--- config.mk ---
export PLATFORM = sky130hd
export DESIGN_NAME = beam_delay_sequencer
export DESIGN_NICKNAME = d
export VERILOG_FILES = /design/src/rtl/beam_delay_sequencer.sv
export SDC_FILE = /design/constraint.sdc
export NUM_CORES = 1
export LEC_CHECK = 0
export ABC_AREA = 1
export CORE_MARGIN = 5
export CORE_UTILIZATION = 50
export DETAILED_ROUTE_END_ITERATION = 8
export PLACE_DENSITY = 0.76
export SETUP_SLACK_MARGIN = 0.05
export SKIP_CTS_REPAIR_TIMING = 1
export SYNTH_ARGS = -nofsm -noshare
export SYNTH_HDL_FRONTEND = slang
export SYNTH_SLANG_ARGS = --single-unit
--- constraint.sdc ---
create_clock -name clk -period 2.57 [get_ports clk]
set_input_delay 0.514 -clock clk [delete_from_list [all_inputs] [get_ports clk]]
set_output_delay 0.514 -clock clk [all_outputs]
set_load 0.03 [all_outputs]
--- src/rtl/beam_delay_sequencer.sv ---
// Beam delay sequencer: turns a steering-angle request into the per-mic delay table
// for the delay-and-sum datapath. Each accepted request sweeps the mic grid
// left-to-right, top-to-bottom. Every mic gets one paired read from the dual-port
// mic-location ROM. The horizontal and vertical delays are summed with saturation and
// staged in a shadow bank. The whole table is then committed to the active bank in one
// cycle, so the datapath never sees a half-built table.

module beam_delay_sequencer #(
  parameter int unsigned ANGLE_WIDTH    = 24,
  parameter int unsigned NUM_MICS       = 9,
  parameter int unsigned GRID_SIZE      = 3,
  parameter int unsigned ANGLE_STRIDE   = 28,
  parameter int unsigned ROM_ADDR_WIDTH = 9,
  parameter int unsigned ROM_DATA_WIDTH = 8,
  parameter int unsigned DELAY_WIDTH    = 10
) (
  input  logic                            clk,
  input  logic                            rst_n,
  input  logic                            steer_valid,
  output logic                            steer_ready,
  input  logic [ANGLE_WIDTH-1:0]          steer_hori,
  input  logic [ANGLE_WIDTH-1:0]          steer_vert,
  output logic                            rom_rden,
  output logic [ROM_ADDR_WIDTH-1:0]       rom_addr_a,
  output logic [ROM_ADDR_WIDTH-1:0]       rom_addr_b,
  input  logic [ROM_DATA_WIDTH-1:0]       rom_q_a,
  input  logic [ROM_DATA_WIDTH-1:0]       rom_q_b,
  output logic [NUM_MICS*DELAY_WIDTH-1:0] delays_flat,
  output logic                            delays_done,
  output logic                            delays_sat
);

  localparam int unsigned IDX_W = (GRID_SIZE > 1) ? $clog2(GRID_SIZE) : 1;
  localparam int unsigned MIC_W = (NUM_MICS > 1) ? $clog2(NUM_MICS) : 1;
  localparam int unsigned MAG_W = (ANGLE_STRIDE > 1) ? $clog2(ANGLE_STRIDE) : 1;
  localparam int unsigned AW1   = ANGLE_WIDTH + 1;
  localparam int unsigned SUM_W = ROM_DATA_WIDTH + 1;
  // Compare width is wide enough for both the raw sum and the delay ceiling.
  localparam int unsigned CMP_W = (DELAY_WIDTH > SUM_W) ? DELAY_WIDTH + 1 : SUM_W + 1;

  localparam logic [CMP_W-1:0] DELAY_MAX = {{(CMP_W - DELAY_WIDTH){1'b0}}, {DELAY_WIDTH{1'b1}}};

  localparam logic [1:0] StIdle   = 2'd0;
  localparam logic [1:0] StSweep  = 2'd1;
  localparam logic [1:0] StDrain  = 2'd2;
  localparam logic [1:0] StCommit = 2'd3;

  // |angle| clamped to the last ROM column. The sign-extended form keeps the
  // most-negative angle from wrapping back to itself on negation.
  function automatic logic [MAG_W-1:0] angle_mag(input logic [ANGLE_WIDTH-1:0] angle);
    logic [AW1-1:0] ext;
    logic [AW1-1:0] abs_v;
    ext   = {angle[ANGLE_WIDTH-1], angle};
    abs_v = angle[ANGLE_WIDTH-1] ? (~ext + AW1'(1)) : ext;
    if (abs_v > AW1'(ANGLE_STRIDE - 1)) begin
      return MAG_W'(ANGLE_STRIDE - 1);
    end
    return abs_v[MAG_W-1:0];
  endfunction

  // Zero and negative angles walk the grid mirrored.
  function automatic logic angle_mirror(input logic [ANGLE_WIDTH-1:0] angle);
    return angle[ANGLE_WIDTH-1] || (angle == '0);
  endfunction

  function automatic logic [ROM_ADDR_WIDTH-1:0] table_addr(input logic [MAG_W-1:0] mag,
                                                           input logic             mirror,
                                                           input logic [IDX_W-1:0] idx);
    logic [IDX_W-1:0] pos;
    pos = mirror ? (IDX_W'(GRID_SIZE - 1) - idx) : idx;
    return ROM_ADDR_WIDTH'(pos) * ROM_ADDR_WIDTH'(ANGLE_STRIDE) + ROM_ADDR_WIDTH'(mag);
  endfunction

  logic [1:0]                state_q, state_d;
  logic [MAG_W-1:0]          mag_h_q, mag_v_q;
  logic                      mir_h_q, mir_v_q;
  logic [IDX_W-1:0]          col_q, col_d;
  logic [IDX_W-1:0]          row_q, row_d;
  logic [MIC_W-1:0]          mic_q, mic_d;
  logic [ROM_ADDR_WIDTH-1:0] addr_a_q, addr_a_d;
  logic [ROM_ADDR_WIDTH-1:0] addr_b_q, addr_b_d;
  logic                      accept;
  logic                      mic_last;
  logic                      col_last;

  logic                      cap_valid_q;
  logic [MIC_W-1:0]          cap_idx_q;
  logic                      sat_q;
  logic [SUM_W-1:0]          sum;
  logic [CMP_W-1:0]          sum_ext;
  logic                      sum_over;
  logic [DELAY_WIDTH-1:0]    cap_delay;

  logic [DELAY_WIDTH-1:0]          shadow_q [NUM_MICS];
  logic [NUM_MICS*DELAY_WIDTH-1:0] flat_q;
  logic                            done_q;
  logic                            dsat_q;

  assign mic_last = (mic_q == MIC_W'(NUM_MICS - 1));
  assign col_last = (col_q == IDX_W'(GRID_SIZE - 1));

  // Sequencer next state: grid counters and the registered ROM address of the next mic.
  always_comb begin
    state_d  = state_q;
    col_d    = col_q;
    row_d    = row_q;
    mic_d    = mic_q;
    addr_a_d = addr_a_q;
    addr_b_d = addr_b_q;
    accept   = 1'b0;
    unique case (state_q)
      StIdle: begin
        if (steer_valid) begin
          accept   = 1'b1;
          state_d  = StSweep;
          col_d    = '0;
          row_d    = '0;
          mic_d    = '0;
          // Mic 0 address comes straight from the inputs so it is on the bus next cycle.
          addr_a_d = table_addr(angle_mag(steer_hori), angle_mirror(steer_hori), '0);
          addr_b_d = table_addr(angle_mag(steer_vert), angle_mirror(steer_vert), '0);
        end
      end
      StSweep: begin
        if (mic_last) begin
          state_d = StDrain;
        end else begin
          if (col_last) begin
            col_d = '0;
            row_d = row_q + IDX_W'(1);
          end else begin
            col_d = col_q + IDX_W'(1);
          end
          mic_d    = mic_q + MIC_W'(1);
          addr_a_d = table_addr(mag_h_q, mir_h_q, col_d);
          addr_b_d = table_addr(mag_v_q, mir_v_q, row_d);
        end
      end
      StDrain:  state_d = StCommit;
      StCommit: state_d = StIdle;
      default:  state_d = StIdle;
    endcase
  end

  // Sequencer state, counters and ROM address registers.
  always_ff @(posedge clk or negedge rst_n) begin
    if (!rst_n) begin
      state_q  <= StIdle;
      col_q    <= '0;
      row_q    <= '0;
      mic_q    <= '0;
      addr_a_q <= '0;
      addr_b_q <= '0;
    end else begin
      state_q  <= state_d;
      col_q    <= col_d;
      row_q    <= row_d;
      mic_q    <= mic_d;
      addr_a_q <= addr_a_d;
      addr_b_q <= addr_b_d;
    end
  end

  // Latch the decoded angles on accept so later input changes cannot disturb the sweep.
  always_ff @(posedge clk or negedge rst_n) begin
    if (!rst_n) begin
      mag_h_q <= '0;
      mag_v_q <= '0;
      mir_h_q <= 1'b0;
      mir_v_q <= 1'b0;
    end else if (accept) begin
      mag_h_q <= angle_mag(steer_hori);
      mag_v_q <= angle_mag(steer_vert);
      mir_h_q <= angle_mirror(steer_hori);
      mir_v_q <= angle_mirror(steer_vert);
    end
  end

  // Saturating sum of the two ROM delays returned this cycle.
  always_comb begin
    sum       = SUM_W'(rom_q_a) + SUM_W'(rom_q_b);
    sum_ext   = CMP_W'(sum);
    sum_over  = (sum_ext > DELAY_MAX);
    cap_delay = sum_over ? {DELAY_WIDTH{1'b1}} : DELAY_WIDTH'(sum_ext);
  end

  // Track which mic's data arrives one cycle behind its address, and fold saturation.
  always_ff @(posedge clk or negedge rst_n) begin
    if (!rst_n) begin
      cap_valid_q <= 1'b0;
      cap_idx_q   <= '0;
      sat_q       <= 1'b0;
    end else begin
      cap_valid_q <= (state_q == StSweep);
      cap_idx_q   <= mic_q;
      if (accept) begin
        sat_q <= 1'b0;
      end else if (cap_valid_q && sum_over) begin
        sat_q <= 1'b1;
      end
    end
  end

  // Stage each mic's delay in the shadow bank as its ROM data lands.
  always_ff @(posedge clk or negedge rst_n) begin
    if (!rst_n) begin
      for (int k = 0; k < NUM_MICS; k++) begin
        shadow_q[k] <= '0;
      end
    end else if (cap_valid_q) begin
      shadow_q[cap_idx_q] <= cap_delay;
    end
  end

  // Atomic commit of the whole shadow table plus a one-cycle done pulse.
  always_ff @(posedge clk or negedge rst_n) begin
    if (!rst_n) begin
      flat_q <= '0;
      done_q <= 1'b0;
      dsat_q <= 1'b0;
    end else begin
      done_q <= (state_q == StCommit);
      if (state_q == StCommit) begin
        for (int k = 0; k < NUM_MICS; k++) begin
          flat_q[k*DELAY_WIDTH +: DELAY_WIDTH] <= shadow_q[k];
        end
        dsat_q <= sat_q;
      end
    end
  end

  assign steer_ready = (state_q == StIdle);
  assign rom_rden    = (state_q == StSweep);
  assign rom_addr_a  = addr_a_q;
  assign rom_addr_b  = addr_b_q;
  assign delays_flat = flat_q;
  assign delays_done = done_q;
  assign delays_sat  = dsat_q;

endmodule

==> metrics.md <==
| Metric | Value |
|---|---|
| Status | finished, violations left |
| Violated checks | negative setup slack |
| Slowest cell on the critical path | fa_2 |
| Max clock buf depth | 3 |
| # setup viols final | 1 |
| Max-slew violation count | 0 |
| Port buffer count | 166 |
| Final Cell Area | 15000 um^2 |
| Detailed Routing Iterations Pass 1 | 5 |
| Fin crit share | 1.00 |
| PD cells | 1050 nW/um^2 |
| Vias in the first global route | approximately 9000 |
| CP dominant cell by count | nand2_1 |
| Grt ovf | 0 |
| Initial antenna violation count | 0 |
| CTS HTree Levels | 1 |
| Yosys cell types | 44 |
| Worst-case clock skew | 0.0116 ns |
| Startpoint types | input pin |
| Worst-Skew Late Latency | roughly 0.5 ns |
| Flops & latches, synth | 206 |
| Max IR drop VDD | 0.850 mV |
| Total Routing Usage GR | 0.211 |
| First-pass GRT wire length | 42900 um |
| Initial core utilization | 0.507 |
| Drt initial violations | ~450 |
| Worst hold path class | in -> async |
| DIE AREA | 24300 um^2 |
| Register area | 5150 um^2 |
| DP Area | 13600 um^2 |
| Io pins | approximately 180 |
| Register area share after synthesis | 0.485 |
| Fmax | a little under 0.4 GHz |
| Reg-to-reg slack, setup | 0.10 ns |
| P_leak | 0.00727 uW |
| Max cap viols | 0 |
| Area Growth Syn to Fin | 41.0% |
| Critical path class | in -> reg |
| CTS Sinks | about 200 |
| GP Congestion | 0.906 |
| Routed len/inst | 14.9 um |
| Multi-input gate area | 5240 um^2 |
| Period minus WS final | 2.58 ns |
| Worst setup margin | -0.00976 ns |
| Total CTS buffers | 23 |
| Fin Setup TNS | -0.00976 ns |
| Chip width | 156 um |
| Critical Path Fanout Max | 5 |
| Clock transition at path regs | 0.07 ns |
| Slew of the pin with the lowest slew margin | 0.580 ns |
| Synth Cell Area | 10600 um^2 |
| CP arrival | about 3.0 ns |
| NumNets Final | 1624 |
| Filler cell count | 1569 |
| RSZ-0062 raised after global routing | true |
| Normalized max-slew margin | 0.613 |
| HPWL Detailed | ~19000 um |
| Crit-path cells | buf_8 -> inv_6 -> ha_4 -> nand2_4 -> nor2_4 -> nand3_2 -> nand2_2 -> nand2_2 -> nand2_1 -> nand2_1 -> inv_1 -> nand2_2 -> nor2_4 -> nand3_4 -> nor2_4 -> inv_2 -> ha_4 -> fa_2 -> a21oi_2 -> o21ai_2 -> nand2_1 -> nand2_1 -> nand2_1 |
| Crit path buffers/inverters | 4 |
| Via count | 9177 |
| Layout cells sized above 1 | 0.274 |
| Max incr delay on CP | ~0.42 ns |
| Yosys Warn Count | 0 |
| CP top delay family | simple AND/OR/NAND/NOR gates |
| Largest net degree at the start of global routing | 73 |
| Die H | approximately 160 um |
| Row count | 53 |
| Critical Path Sink Type | flip-flop |
| Vias/cell | between 5 and 6 |
| Drt total wl | 26900 um |
| Syn avg cell area | 8.77 um^2 |
| Post-synthesis cell count | around 1200 |
| Core outline area | 21000 um^2 |
| Remaining antenna violation count | 0 |
| Final hold vios | 0 |
| # diodes | 0 |
| CTS tree | built |
| Worst EP required | 3.01 ns |
| Root Driver | clkbuf_16 |
| DRC | 0 |
-- Yosys cell counts, drive strengths merged --
cell / number / area, um^2
and2: 2 / 12.5
fa: 5 / 100
a31oi: 2 / 12.5
dfrtp: 206 / 5150
nand3: 68 / 373
nor2: 109 / 508
o22ai: 2 / 12.5
buf: 24 / 154
a21oi: 26 / 141
clkbuf: 23 / 86.3
mux2: 74 / 833
inv: 125 / 469
xor2: 13 / 114
nand3b: 10 / 78.8
o21bai: 1 / 7.51
conb: 1 / 3.75
nor4: 1 / 6.26
o31ai: 4 / 35.0
o21a: 1 / 7.51
ha: 34 / 425
nand4: 12 / 87.6
o211ai: 2 / 15.0
o21ai: 116 / 584
xnor2: 8 / 77.6
nand2: 340 / 1310
or2: 1 / 6.26
nor3: 2 / 10.0
-- flip-flops by register name (all words and copies together), names as in the netlist, 2 cells and up --
signal / count
rom_addr_b: 8
cap_idx_q: 4
mag_v_q: 5
mag_h_q: 5
mic_q: 4
state_q: 2
col_q: 2
row_q: 2
shadow_q: 81
delays_flat: 81
rom_addr_a: 8
-- kinds of logic after synthesis --
kind of cell               synth area share
AOI/OAI and AO/OA                    0.0767
buffers and inverters                0.0667
other                              0.000353
muxes                                0.0784
and+or+nand+nor                       0.225
xor gates and xnor gates             0.0180
DFF                                   0.485
adders and majority gates            0.0494
-- metrics by stage --
step           hold slack, ns  total power [uW]   util  instances  worst slack [ns]
2_1_floorplan           0.218              9460      -       1223            -0.100
3_3_place_gp            0.434             12000  0.648       1743            -0.788
3_5_place_dp            0.435             12200  0.648       1743            -0.931
4_1_cts                0.0246             15700  0.686       1784            -0.402
5_1_grt                0.0402             16700  0.715       1809            -0.180
6_report              0.00364             15700  0.715       1809          -0.00976
-- report_power, final --
part	leakage, uW	internal (uW)	switching, uW	total [uW]
Clock	0.000379	2000	1310	3310
Sequential	0.00223	4550	775	5320
Combinational	0.00466	3070	4000	7070
Total	0.00727	9620	6090	15700
-- placed cells by master, fill, tap and decap left out, drive strengths merged --
cell type and count:
o21bai 1, dlymetal6s2s 30, clkinvlp 4, fa 5, and2 2, o22ai 2
o21ai 116, a21oi 26, conb 12, buf 157, xnor2 8, nand3 68
clkdlybuf4s50 121, nor4 1, bufinv 2, inv 126, nor2 109, or2 1
nor3 2, xor2 13, clkbuf 37, mux2 74, ha 34, clkinv 6
o211ai 2, nand4 12, o21a 1, dfrtp 206, nand3b 10, o31ai 4
a31oi 2, nand2 340
-- layer usage --
layer  track usage  vias to the layer above  wire length (um)
met3        0.0283                       45              1290
li1              -                     4501                 -
met5             0                        -                 0
met1         0.282                     4393             11600
met2         0.368                      238             13500
met4        0.0434                        0               513
-- final timing paths --
kind                                from         endpoint  depth (start not counted)
setup reg to reg                col_q[1]    rom_addr_b[5]                         18
setup / recovery           steer_vert[0]    rom_addr_b[5]                         23
max in group asynchronous          rst_n    rom_addr_a[0]                          2
hold reg to reg                 mic_q[3]     cap_idx_q[3]                          0
hold / removal                     rst_n  delays_flat[64]                          1
min in group clk           steer_hori[0]       mag_h_q[0]                          4
-- cell type report --
type	instances	share of cell area
Clock buffer	28	0.0430
Multi-Input combinational cell	845	0.350
Clock inverter	13	0.00927
Sequential cell	206	0.344
Tap cell	275	0.0230
Timing Repair Buffer	317	0.198
Inverter	125	0.0328
(Power assumes the default switching activity.)
==> patch: new RTL, config.mk and constraints unchanged <==
Take the reset off `addr_a_q` and `addr_b_q` and load them in a clocked block of their own.
--- a/src/rtl/beam_delay_sequencer.sv
+++ b/src/rtl/beam_delay_sequencer.sv
@@ -150,6 +150,4 @@
       row_q    <= '0;
       mic_q    <= '0;
-      addr_a_q <= '0;
-      addr_b_q <= '0;
     end else begin
       state_q  <= state_d;
@@ -157,7 +155,10 @@
       row_q    <= row_d;
       mic_q    <= mic_d;
-      addr_a_q <= addr_a_d;
-      addr_b_q <= addr_b_d;
-    end
+    end
+  end
+
+  always_ff @(posedge clk) begin
+    addr_a_q <= addr_a_d;
+    addr_b_q <= addr_b_d;
   end
 
Behaviour: not the same (a bounded check fails within 4 cycles, from zero or initial values and one cycle with rst_n low).
==> patch against the original RTL <==
Via count fell by 1.7%; sequential cell count did not move; combinational power rose by 3%; synthesized area fell by 0.13%; largest power group unchanged; routed wire length rose by 1.0%; power rose by 2.6%; design area fell by 0.69%; critical path depth fell by 7; highest routed layer unchanged; first-iteration DRC count fell by 7.5%; setup slack improved by 0.053 ns; register-to-register slack improved by 0.07 ns.
==> patch: results <==
[finish]
layout-drive-gt1-share = 0.2649
fill_cells = 1565
n_antenna_cell = 0
nNetsFinal = 1615

[yosys]
synth_commonest_cells = nand2_1, dfrtp_1, inv_1, o21ai_0, nor2_1
ys_async_sr_fraction = 0.9223
syn_inst = 1200
seq_area_frac_synth = 0.4931
synth_cell_types = 44
synth_area_leaders = dfrtp_1, nand2_1, mux2_2, o21ai_0, edfxtp_1
synth_edf_count = 16

[drt]
drt_wl_total_um = 27180
drt_iter0_markers = 417
wire_per_inst_um = 15.10
vias_per_cell = 5.011
drtPass1Iterations = 5

[worst_setup_path]
worstRegToRegCells = 13
max_stage_delay_ns = 0.53
arrival_ns = 2.87
cp_max_fo = 7

[global_routing]
grt_pass1_vias = 8808
use_met3 = 0.03079
grtUsageTotal = 0.2141
grt_pass1_wl_um = 42780
grtUsageMet2 = 0.3672
grt_util_met1 = 0.2870

[clocking]
cts_buffers = 22
h-tree-depth = 1

[placed_design]
place_inst = 1742
io_buffers = 166
pre_cts_ws_ns = -0.8142
place.gp.congestion = 0.9149
dpl.hpwl_um = 19790

[power_and_ir_drop]
power.leakage_nw = 7.280
ir_worst_vdd_uv = 762.9

[status]
status = completed

[sta]
skew_ns = 0.01001
worstMarginPinSlew_ns = 0.5951
-- patch: changes by cell type in the layout (fill, tap and decap cells not counted), sizes merged, moves of 4 or more --
cell | before | now
dfrtp | 206 | 190
mux2 | 74 | 68
o21ai | 116 | 103
nand3 | 68 | 78
edfxtp | 0 | 16
dlymetal6s2s | 30 | 38
o31ai | 4 | 0
nor2 | 109 | 98
-- patch: layout make-up --
cell class	count	area [um^2]	share of cell area
multi-input combinational	833	5140	0.3453
inverter	128	504.2	0.03388
timing repair buffer	318	2918	0.1960
clock inverter	10	110.1	0.007397
sequential	206	5236	0.3518
tap	275	344.1	0.02312
clock buffer	30	631.9	0.04245
-- patch: power breakdown --
part / total, W / internal (W) / switching, W
Clock: 0.00321 / 0.00193 / 0.00128
Sequential: 0.00566 / 0.00482 / 0.000837
Combinational: 0.00725 / 0.00311 / 0.00414
Total: 0.0161 / 0.00987 / 0.00625
-- patch: logic make-up after synthesis --
logic type | count (synthesis) | share of synthesized area
simple gates | 553 | 0.2331
flops | 206 | 0.4931
buf+inv | 172 | 0.06659
compound gates | 145 | 0.07189
mux | 69 | 0.07307
fa+ha+maj | 39 | 0.04950
xor+xnor | 15 | 0.01237
other cells | 1 | 0.0003532
-- patch: worst max-delay path: cells and delay by family --
family,cells,cell delay [ns]
AOI/OAI and AO/OA,2,0.34
adders and majority gates,3,0.88
buffers and inverters,2,0.17
and+or+nand+nor,9,0.95
-- patch: metal layers --
layer | routed length (um) | up-vias | share of wire
met5 | 0 | - | 0
met4 | 678 | 0 | 0.025
met3 | 1352 | 53 | 0.050
met2 | 13450 | 224 | 0.49
met1 | 11700 | 4260 | 0.43
li1 | - | 4483 | -
-- patch: final timing paths --
kind                       slack (ns)     startpoint              end
max                              0.04  steer_vert[0]    rom_addr_b[4]
min                              0.02          rst_n  delays_flat[80]
max reg2reg                      0.17       col_q[0]    rom_addr_b[5]
min reg2reg                      0.43       mic_q[3]     cap_idx_q[3]
max in group asynchronous        1.81          rst_n  delays_flat[25]
min in group clk                 0.43       mic_q[3]     cap_idx_q[3]
-- patch: metrics by stage --
step / cell area [um^2] / util
after detailed placement: 13600 / 0.6492
final: 14880 / 0.7103
after floorplan: 10780 / -
after global routing: 14880 / 0.7103
after CTS: 14350 / 0.6846
after global placement: 13600 / 0.6492
